[src/rtl/cache_types.sv]
// Shared types and sizing constants for the cache-line to burst adaptor.
package cache_types;

  localparam int LINE_WIDTH   = 256;
  localparam int BURST_WIDTH  = 64;
  localparam int ADDR_WIDTH   = 32;
  localparam int BURSTS       = LINE_WIDTH / BURST_WIDTH;
  localparam int OFFSET_WIDTH = 5;

  typedef enum logic [1:0] {
    ST_IDLE  = 2'd0,
    ST_READ  = 2'd1,
    ST_WRITE = 2'd2,
    ST_DONE  = 2'd3
  } adaptor_state_t;

endpackage

[src/rtl/cacheline_adaptor_line_buffer.sv]
// One cache line of storage: full-line load for writes, per-beat fill for
// reads, and a beat-indexed read port for the outgoing write burst.
module line_buffer #(
  parameter int LINE_WIDTH  = cache_types::LINE_WIDTH,
  parameter int BURST_WIDTH = cache_types::BURST_WIDTH,
  parameter int CNT_W       = 2
) (
  input  logic                   clk_i,
  input  logic                   rst_i,
  input  logic                   load_i,
  input  logic [LINE_WIDTH-1:0]  line_i,
  input  logic                   beat_we_i,
  input  logic [CNT_W-1:0]       beat_idx_i,
  input  logic [BURST_WIDTH-1:0] beat_i,
  output logic [LINE_WIDTH-1:0]  line_o,
  output logic [BURST_WIDTH-1:0] beat_o
);

  logic [LINE_WIDTH-1:0] buf_q;

  // line storage; load has priority over a beat fill (never both in one state)
  always_ff @(posedge clk_i) begin
    if (rst_i) begin
      buf_q <= '0;
    end else if (load_i) begin
      buf_q <= line_i;
    end else if (beat_we_i) begin
      buf_q[beat_idx_i*BURST_WIDTH +: BURST_WIDTH] <= beat_i;
    end else begin
      buf_q <= buf_q;
    end
  end

  assign line_o = buf_q;
  assign beat_o = buf_q[beat_idx_i*BURST_WIDTH +: BURST_WIDTH];

endmodule

[src/rtl/cacheline_adaptor.sv]
// Converts single-cycle cache-line read/write requests into 4-beat bursts on
// the memory port; completion is signalled with a one-cycle resp_o pulse.
module cacheline_adaptor #(
  parameter int LINE_WIDTH  = cache_types::LINE_WIDTH,
  parameter int BURST_WIDTH = cache_types::BURST_WIDTH,
  parameter int ADDR_WIDTH  = cache_types::ADDR_WIDTH
) (
  input  logic                   clk,
  input  logic                   rst,
  input  logic [LINE_WIDTH-1:0]  line_i,
  output logic [LINE_WIDTH-1:0]  line_o,
  input  logic [ADDR_WIDTH-1:0]  address_i,
  input  logic                   read_i,
  input  logic                   write_i,
  output logic                   resp_o,
  input  logic [BURST_WIDTH-1:0] burst_i,
  output logic [BURST_WIDTH-1:0] burst_o,
  output logic [ADDR_WIDTH-1:0]  address_o,
  output logic                   read_o,
  output logic                   write_o,
  input  logic                   resp_i
);

  localparam int BURSTS   = LINE_WIDTH / BURST_WIDTH;
  localparam int CNT_W    = $clog2(BURSTS);
  localparam int OFFSET_W = $clog2(LINE_WIDTH / 8);
  localparam logic [CNT_W-1:0] LAST_BEAT = CNT_W'(BURSTS - 1);
  localparam logic [CNT_W-1:0] CNT_ONE   = CNT_W'(1);

  cache_types::adaptor_state_t state_q;
  logic [CNT_W-1:0]      cnt_q;
  logic [ADDR_WIDTH-1:0] addr_q;
  logic                  read_q;
  logic                  write_q;
  logic                  resp_q;
  logic                  load_s;
  logic                  beat_we_s;

  // buffer control: read has priority, so a write is loaded only when read_i is low
  always_comb begin
    load_s    = 1'b0;
    beat_we_s = 1'b0;
    if (state_q == cache_types::ST_IDLE) begin
      load_s = write_i & ~read_i;
    end else if (state_q == cache_types::ST_READ) begin
      beat_we_s = resp_i;
    end else begin
      load_s    = 1'b0;
      beat_we_s = 1'b0;
    end
  end

  // transaction FSM with beat counter, address latch and registered strobes
  always_ff @(posedge clk) begin
    if (rst) begin
      state_q <= cache_types::ST_IDLE;
      cnt_q   <= '0;
      addr_q  <= '0;
      read_q  <= 1'b0;
      write_q <= 1'b0;
      resp_q  <= 1'b0;
    end else begin
      case (state_q)
        cache_types::ST_IDLE: begin
          resp_q <= 1'b0;
          if (read_i) begin
            state_q <= cache_types::ST_READ;
            cnt_q   <= '0;
            addr_q  <= {address_i[ADDR_WIDTH-1:OFFSET_W], {OFFSET_W{1'b0}}};
            read_q  <= 1'b1;
          end else if (write_i) begin
            state_q <= cache_types::ST_WRITE;
            cnt_q   <= '0;
            addr_q  <= {address_i[ADDR_WIDTH-1:OFFSET_W], {OFFSET_W{1'b0}}};
            write_q <= 1'b1;
          end else begin
            state_q <= cache_types::ST_IDLE;
          end
        end
        cache_types::ST_READ: begin
          if (resp_i) begin
            cnt_q <= cnt_q + CNT_ONE;
            if (cnt_q == LAST_BEAT) begin
              state_q <= cache_types::ST_DONE;
              read_q  <= 1'b0;
              resp_q  <= 1'b1;
            end
          end
        end
        cache_types::ST_WRITE: begin
          if (resp_i) begin
            cnt_q <= cnt_q + CNT_ONE;
            if (cnt_q == LAST_BEAT) begin
              state_q <= cache_types::ST_DONE;
              write_q <= 1'b0;
              resp_q  <= 1'b1;
            end
          end
        end
        cache_types::ST_DONE: begin
          state_q <= cache_types::ST_IDLE;
          resp_q  <= 1'b0;
        end
        default: begin
          state_q <= cache_types::ST_IDLE;
          cnt_q   <= '0;
          read_q  <= 1'b0;
          write_q <= 1'b0;
          resp_q  <= 1'b0;
        end
      endcase
    end
  end

  line_buffer #(
    .LINE_WIDTH  (LINE_WIDTH),
    .BURST_WIDTH (BURST_WIDTH),
    .CNT_W       (CNT_W)
  ) u_line_buffer (
    .clk_i      (clk),
    .rst_i      (rst),
    .load_i     (load_s),
    .line_i     (line_i),
    .beat_we_i  (beat_we_s),
    .beat_idx_i (cnt_q),
    .beat_i     (burst_i),
    .line_o     (line_o),
    .beat_o     (burst_o)
  );

  assign address_o = addr_q;
  assign read_o    = read_q;
  assign write_o   = write_q;
  assign resp_o    = resp_q;

endmodule

[config.mk]
export PLATFORM = sky130hd
export DESIGN_NAME = cacheline_adaptor
export DESIGN_NICKNAME = d
export VERILOG_FILES = /design/src/rtl/cache_types.sv /design/src/rtl/cacheline_adaptor_line_buffer.sv /design/src/rtl/cacheline_adaptor.sv
export SDC_FILE = /design/constraint.sdc
export NUM_CORES = 1
export LEC_CHECK = 0
export ABC_AREA = 1
export CAP_MARGIN = 20
export CORE_AREA = 2 2 278 280
export CTS_CLUSTER_SIZE = 16
export DETAILED_ROUTE_END_ITERATION = 10
export DIE_AREA = 0 0 280 282
export DONT_BUFFER_PORTS = 1
export PLACE_DENSITY_LB_ADDON = 0.3
export RECOVER_POWER = 25
export SLEW_MARGIN = 20
export SYNTH_ARGS = -nofsm -noshare
export SYNTH_HDL_FRONTEND = slang
export SYNTH_SLANG_ARGS = --single-unit
[constraint.sdc]
create_clock -name clk -period 2.5 [get_ports clk]
set_input_delay 0.5 -clock clk [delete_from_list [all_inputs] [get_ports clk]]
set_output_delay 0.5 -clock clk [all_outputs]
set_load 0.02 [all_outputs]
### Word level (Yosys, flattened, before mapping)

Index checks and enable logic that the tools add are counted.
W data, S select, Z words.

* flip-flop bits (word level): 295
* input bits: 357
* output and inout port bits: 355
* word-level logic and storage cells: 68

* add/sub/neg operators: 2
* equal/unequal tests: 14
* shift operators: 3
* multiplexer cells: 27
* bitwise operators: 2
* reduce and logical (&&, ||, !) cells: 13

Operators by type and width (number)
* $mux W256: 2
* $bwmux W256: 1
* $shift A64 B34 Y256 const A: 1
* $shiftx A256 B9 Y64: 1
* $shiftx A64 B34 Y256: 1
* $mux W32: 2
* $neg A8 Y34: 1
* $mux W2: 7
* $ne A2 B2 Y1 const B: 6
* $mux W1: 10
* $reduce_bool A2 Y1: 5
* $eq A2 B2 Y1 const B: 3
* $ne A2 B1 Y1 const B: 3
* $pmux W1 S2: 3
* $pmux W2 S3: 1
* $reduce_and A5 Y1: 1
* $pmux W2 S2: 1
* $reduce_and A2 Y1: 2
* $reduce_and A4 Y1: 1
* $reduce_or A2 Y1: 2
* $ne A3 B3 Y1 const B: 1
* $reduce_and A3 Y1: 1
* $add A2 B1 Y2 const B: 1
* $eq A2 B1 Y1 const B: 1
* 3 further kinds: 3

### Logic depth before layout (Yosys ltp)

* depth after elaboration: 5
* mapped depth: 15
* mapped depth without buffers: 10

### Cells and area by module

From an unflattened synthesis, not the netlist that was laid out.

* cells, all modules: 3060
* area, all modules: 17595.6 sq um

By module, submodules not included
* line_buffer: instances 1, cells each 2860, area each 16110.5 sq um, sequential area each 5124.9 sq um
* cacheline_adaptor: instances 1, cells each 200, area each 1485.2 sq um, sequential area each 680.7 sq um

### Worst setup path after synthesis

No wires, ideal clock.

* path kind: register -> register
* start: register cnt_q[0]
* end: register u_line_buffer.buf_q[162] (netlist: u_line_buffer.line_o[162])
* setup time: 109 ps
* arrival time: 2221 ps
* required time: 2391 ps
* path slack: 171 ps
* cell stages (with the launch flop): 16
* clock period less this slack: 2329 ps
* path through: dfxtp_1 -> buf_2 -> inv_2 -> buf_2 -> buf_1 -> ha_1 -> buf_2 -> inv_1 -> nor2_4 -> nand2_2 -> buf_2 -> nor2_1 -> nand2_1 -> nand3_1 -> nand2_1 -> inv_1

* word-level cells in the longest chain between the ends: 5
* elaborated cells on any way between the ends: 6
* classes of those cells: add/sub: 1; shift: 2; mux: 3

RTL lines
* from (decl): line cacheline_adaptor.sv:31 `logic [CNT_W-1:0] cnt_q;`
* from (signal assigned): line cacheline_adaptor.sv:82 `cnt_q <= cnt_q + CNT_ONE;`
* from (signal assigned): line cacheline_adaptor.sv:92 `cnt_q <= cnt_q + CNT_ONE;`
* $neg A8 Y34 (*): line cacheline_adaptor_line_buffer.sv:28 `buf_q[beat_idx_i*BURST_WIDTH +: BURST_WIDTH] <= beat_i;`
* $shiftx A64 B34 Y256 / $shift A64 B34 Y256 (equally long branches): line cacheline_adaptor_line_buffer.sv:28
* $bwmux W256 (*): line cacheline_adaptor_line_buffer.sv:28
* $mux W256 (*): line cacheline_adaptor_line_buffer.sv:27 `end else if (beat_we_i) begin`
* $mux W256 (*): line cacheline_adaptor_line_buffer.sv:25 `end else if (load_i) begin`
* to (signal assigned): line cacheline_adaptor_line_buffer.sv:26 `buf_q <= line_i;`
* to (signal, indexed assignment): line cacheline_adaptor_line_buffer.sv:28
* to (signal assigned): line cacheline_adaptor_line_buffer.sv:30 `buf_q <= buf_q;`
* to (decl): line cacheline_adaptor_line_buffer.sv:19 `logic [LINE_WIDTH-1:0] buf_q;`

Every way passes the cells marked *; elsewhere a longest branch is shown, timed or not. The select of a mux whose other input is x is not followed.
A chain may end at the register's enable or synchronous reset.

### Final worst setup path

* start: register cnt_q[0]
* end: output port burst_o[3]

* word-level cells in the longest chain between the ends: 1

RTL lines
* $shiftx A256 B9 Y64: line cacheline_adaptor_line_buffer.sv:35 `assign beat_o = buf_q[beat_idx_i*BURST_WIDTH +: BURST_WIDTH];`
* to (decl): line cacheline_adaptor.sv:17 `output logic [BURST_WIDTH-1:0] burst_o,`

Every way passes these cells.

==> impl_results.md <==
- Met1 Usage GRT: 24.2%
- Worst hold path class: input port to register
- Root Driver: clkbuf_16
- Avg Cell Area, Syn: 6.03 um2
- Sequential fraction of design power: 33.3%
- Worst-path clk slew: 60 ps
- M3 GR Usage: 5.66%
- DRC Markers: 0
- CTS Sinks: 290
- Rel. slew slack: 37.2%
- CTS tree: built
- Worst-path maximum fanout: 68
- Final std cells w/o fill: 3651
- Critical Path RT: 2000 ps
- Hpwl dp: 60000 um
- Pre-antenna DRT Iters: 5
- Sw Pwr: 11200 uW
- Layout cells sized above 1: 8.80%
- Kind of cell adding the most delay to the critical path: compound AO/OA/AOI/OAI gates
- Combinational Power Share: 41.1%
- Slew Viols, Final: 0
- Vias in the first global route: 17500
- Hold WS: 60.3 ps
- Initial DRC Count: 1253
- F_max: 400 MHz
- Clock power frac: 25.6%
- Syn Inst Count: 2727
- Full die area: 0.0790 mm2
- Final Instance Area: 0.0196 mm2
- CTS buffer count: 38
- Pwr dens: 1190 mW/mm2
- WP data arrival: 2000 ps
- Setup Fix Bufs, Post-CTS: 0
- Yosys cell types: 26
- Critical Path Start Type: register
- Via Count: 18400
- GR Overflow Total: 0
- Initial antenna violation count: 6
- Placed cell count: 3576
- Cell Chain, Critical Path: inv_6 -> buf_12 -> o21ai_0 -> o22ai_2
- Yosys warnings: 0
- Antenna-violating nets left: 0
- Dpl ws: 80.5 ps
- Final #Nets: 3007
- Final-report hold violation count: 0
- Peak supply drop: 676 uV
- Status: finished, final reports clean
- Switching Fraction: 47.9%
- Final wirelength: 86600 um
- Met2 usage: 35.3%
- Seq cells post-synth: 290
- Largest net degree at the start of global routing: 108
- H-Tree Level Count: 2
- CP Class: register to primary output
- Drt wl/cell: 23.7 um
- Die Span X: 280 um
- First-pass GRT wire length: 122000 um
- Area after DPL: 0.0178 mm2
- Leak pwr: 0.00875 uW
- Post-synthesis sequential area ratio: 35.3%
- CTS max path bufs: 3
- Core ar.: 0.0757 mm2
- FP Rows: 101
- Total Routing Usage GR: 20.7%
- WP buf/inv: 2
- Worst skew pair latency: 550 ps
- Crit path time final: 2500 ps
- Worst Slack Setup Final: 1.40 ps
- RSZ-0062 raised after global routing: true
- Input/output buffers: 0
- Num ports: 712
- Final worst path period share: 99.9%
- Clk_skew: 15.6 ps
- Routed vias/inst: 5.04
- Synthesized area: 0.0164 mm2
- Gpl congestion: 0.888
- Slowest stage cell on the critical path: o21ai_0
- Die Height: 282 um
- Slew of the pin with the lowest slew margin: 940 ps
- CP Capture Type: primary output
- Final setup violation count: 0
- Area Overhead vs Synth: 19.1%
- Max Cap Viol: 0
- Utilization after layout: 25.9%
- Max stage delay on crit path: 500 ps
- Initial Util: 21.7%
- Internal Power: 12200 uW
- Gr busiest metal: met2
[synth_stat cells]
| cell | number | area share [%] |
|---|---|---|
| o21ai_0 | 349 | 11 |
| buf_4 | 10 | 0.46 |
| nand4_2 | 2 | 0.15 |
| nand2_1 | 617 | 14 |
| buf_6 | 4 | 0.27 |
| conb_1 | 1 | 0.023 |
| a31oi_1 | 3 | 0.11 |
| inv_2 | 4 | 0.091 |
| buf_1 | 17 | 0.39 |
| nand3_2 | 1 | 0.061 |
| o21ai_1 | 2 | 0.061 |
| clkbuf_1 | 107 | 2.4 |
| buf_2 | 93 | 2.8 |
| a21oi_1 | 74 | 2.3 |
| nor3_1 | 39 | 1.2 |
| nor2_2 | 2 | 0.076 |
| nand3_1 | 274 | 8.3 |
| inv_1 | 188 | 4.3 |
| ha_1 | 8 | 0.61 |
| o22ai_1 | 64 | 2.4 |
| nor2_1 | 535 | 12 |
| nor2_4 | 1 | 0.068 |
| a211oi_1 | 1 | 0.046 |
| nand4_1 | 38 | 1.4 |
| dfxtp_1 | 290 | 35 |
| nand2_2 | 3 | 0.11 |
[path summary, 6_finish.rpt]
check,startpoint,to,slack [ps],cells after the start
max,cnt_q[0],burst_o[3],1,4
min reg2reg,state_q[0],state_q[0],580,2
max reg2reg,cnt_q[0],u_line_buffer.line_o[141],230,9
min,rst,u_line_buffer.line_o[204],60,1
[area by class of cell]
| cell class | instances | area (um2) |
|---|---|---|
| clock inverter | 7 | 88.8 |
| antenna | 2 | 5.00 |
| multi-input combinational | 2018 | 9270 |
| fill | 8671 | 56100 |
| clock buffer | 62 | 1270 |
| inverter | 192 | 736 |
| timing repair buffer | 102 | 1160 |
| tap | 978 | 1220 |
| sequential | 290 | 5810 |
[power groups by stage]
stage | Combinational [uW] | Sequential (uW) | Clock, uW
after floorplan | 5920 | 7370 | 0
after global placement | 8950 | 7850 | 0
after detailed placement | 9040 | 7830 | 0
after CTS | 9530 | 7750 | 6140
after global routing | 10500 | 7860 | 6290
final | 9600 | 7770 | 5960
[layout by cell type, fill, tap and decap left out, drive strengths merged, types with 64 or more instances in the layout]
cell type / netlist / layout
inv: 192 / 192
dfxtp: 290 / 290
clkbuf: 107 / 65
o21ai: 351 / 351
nor2: 538 / 538
a21oi: 74 / 74
buf: 124 / 95
nand2: 620 / 620
nand3: 275 / 275
o22ai: 64 / 64
[flip-flops by register name (all words and copies together) (netlist names)]
register / count
u_line_buffer.line_o: 256
address_o: 27
state_q: 2
cnt_q: 2
read_o: 1
resp_o: 1
write_o: 1
[timing repair]
action,4_1_cts,5_1_grt
setup endpoints to repair,56,23
endpoints found under the hold margin,7,3
hold buffers,1,2
gates resized for setup,54,10
pin swaps,1,2
gates cloned,1,0
[routing by layer]
layer | vias to the layer above | part of all wire, %
met5 | - | 0.012
met1 | 8693 | 39
met2 | 899 | 47
li1 | 8624 | -
met3 | 193 | 8.7
met4 | 2 | 4.4
[stage by stage]
stage	setup TNS (ps)	power, uW
6_report	0	23300
5_1_grt	-366	24600
4_1_cts	-57.2	23400
3_5_place_dp	0	16900
3_3_place_gp	0	16800
2_1_floorplan	0	13300
[cell families (layout without fill, tap and decap cells)]
kind of cell / after synthesis / after routing / share of synthesized area (%)
adder cells (fa/ha/maj): 8 / 8 / 0.609
AND/OR/NAND/NOR: 1512 / 1512 / 37.7
other: 1 / 7 / 0.0228
flip-flops: 290 / 290 / 35.3
buffers and inverters: 423 / 363 / 10.8
AO/OA/AOI/OAI: 493 / 493 / 15.5
Power figures use the tool's default switching activity.
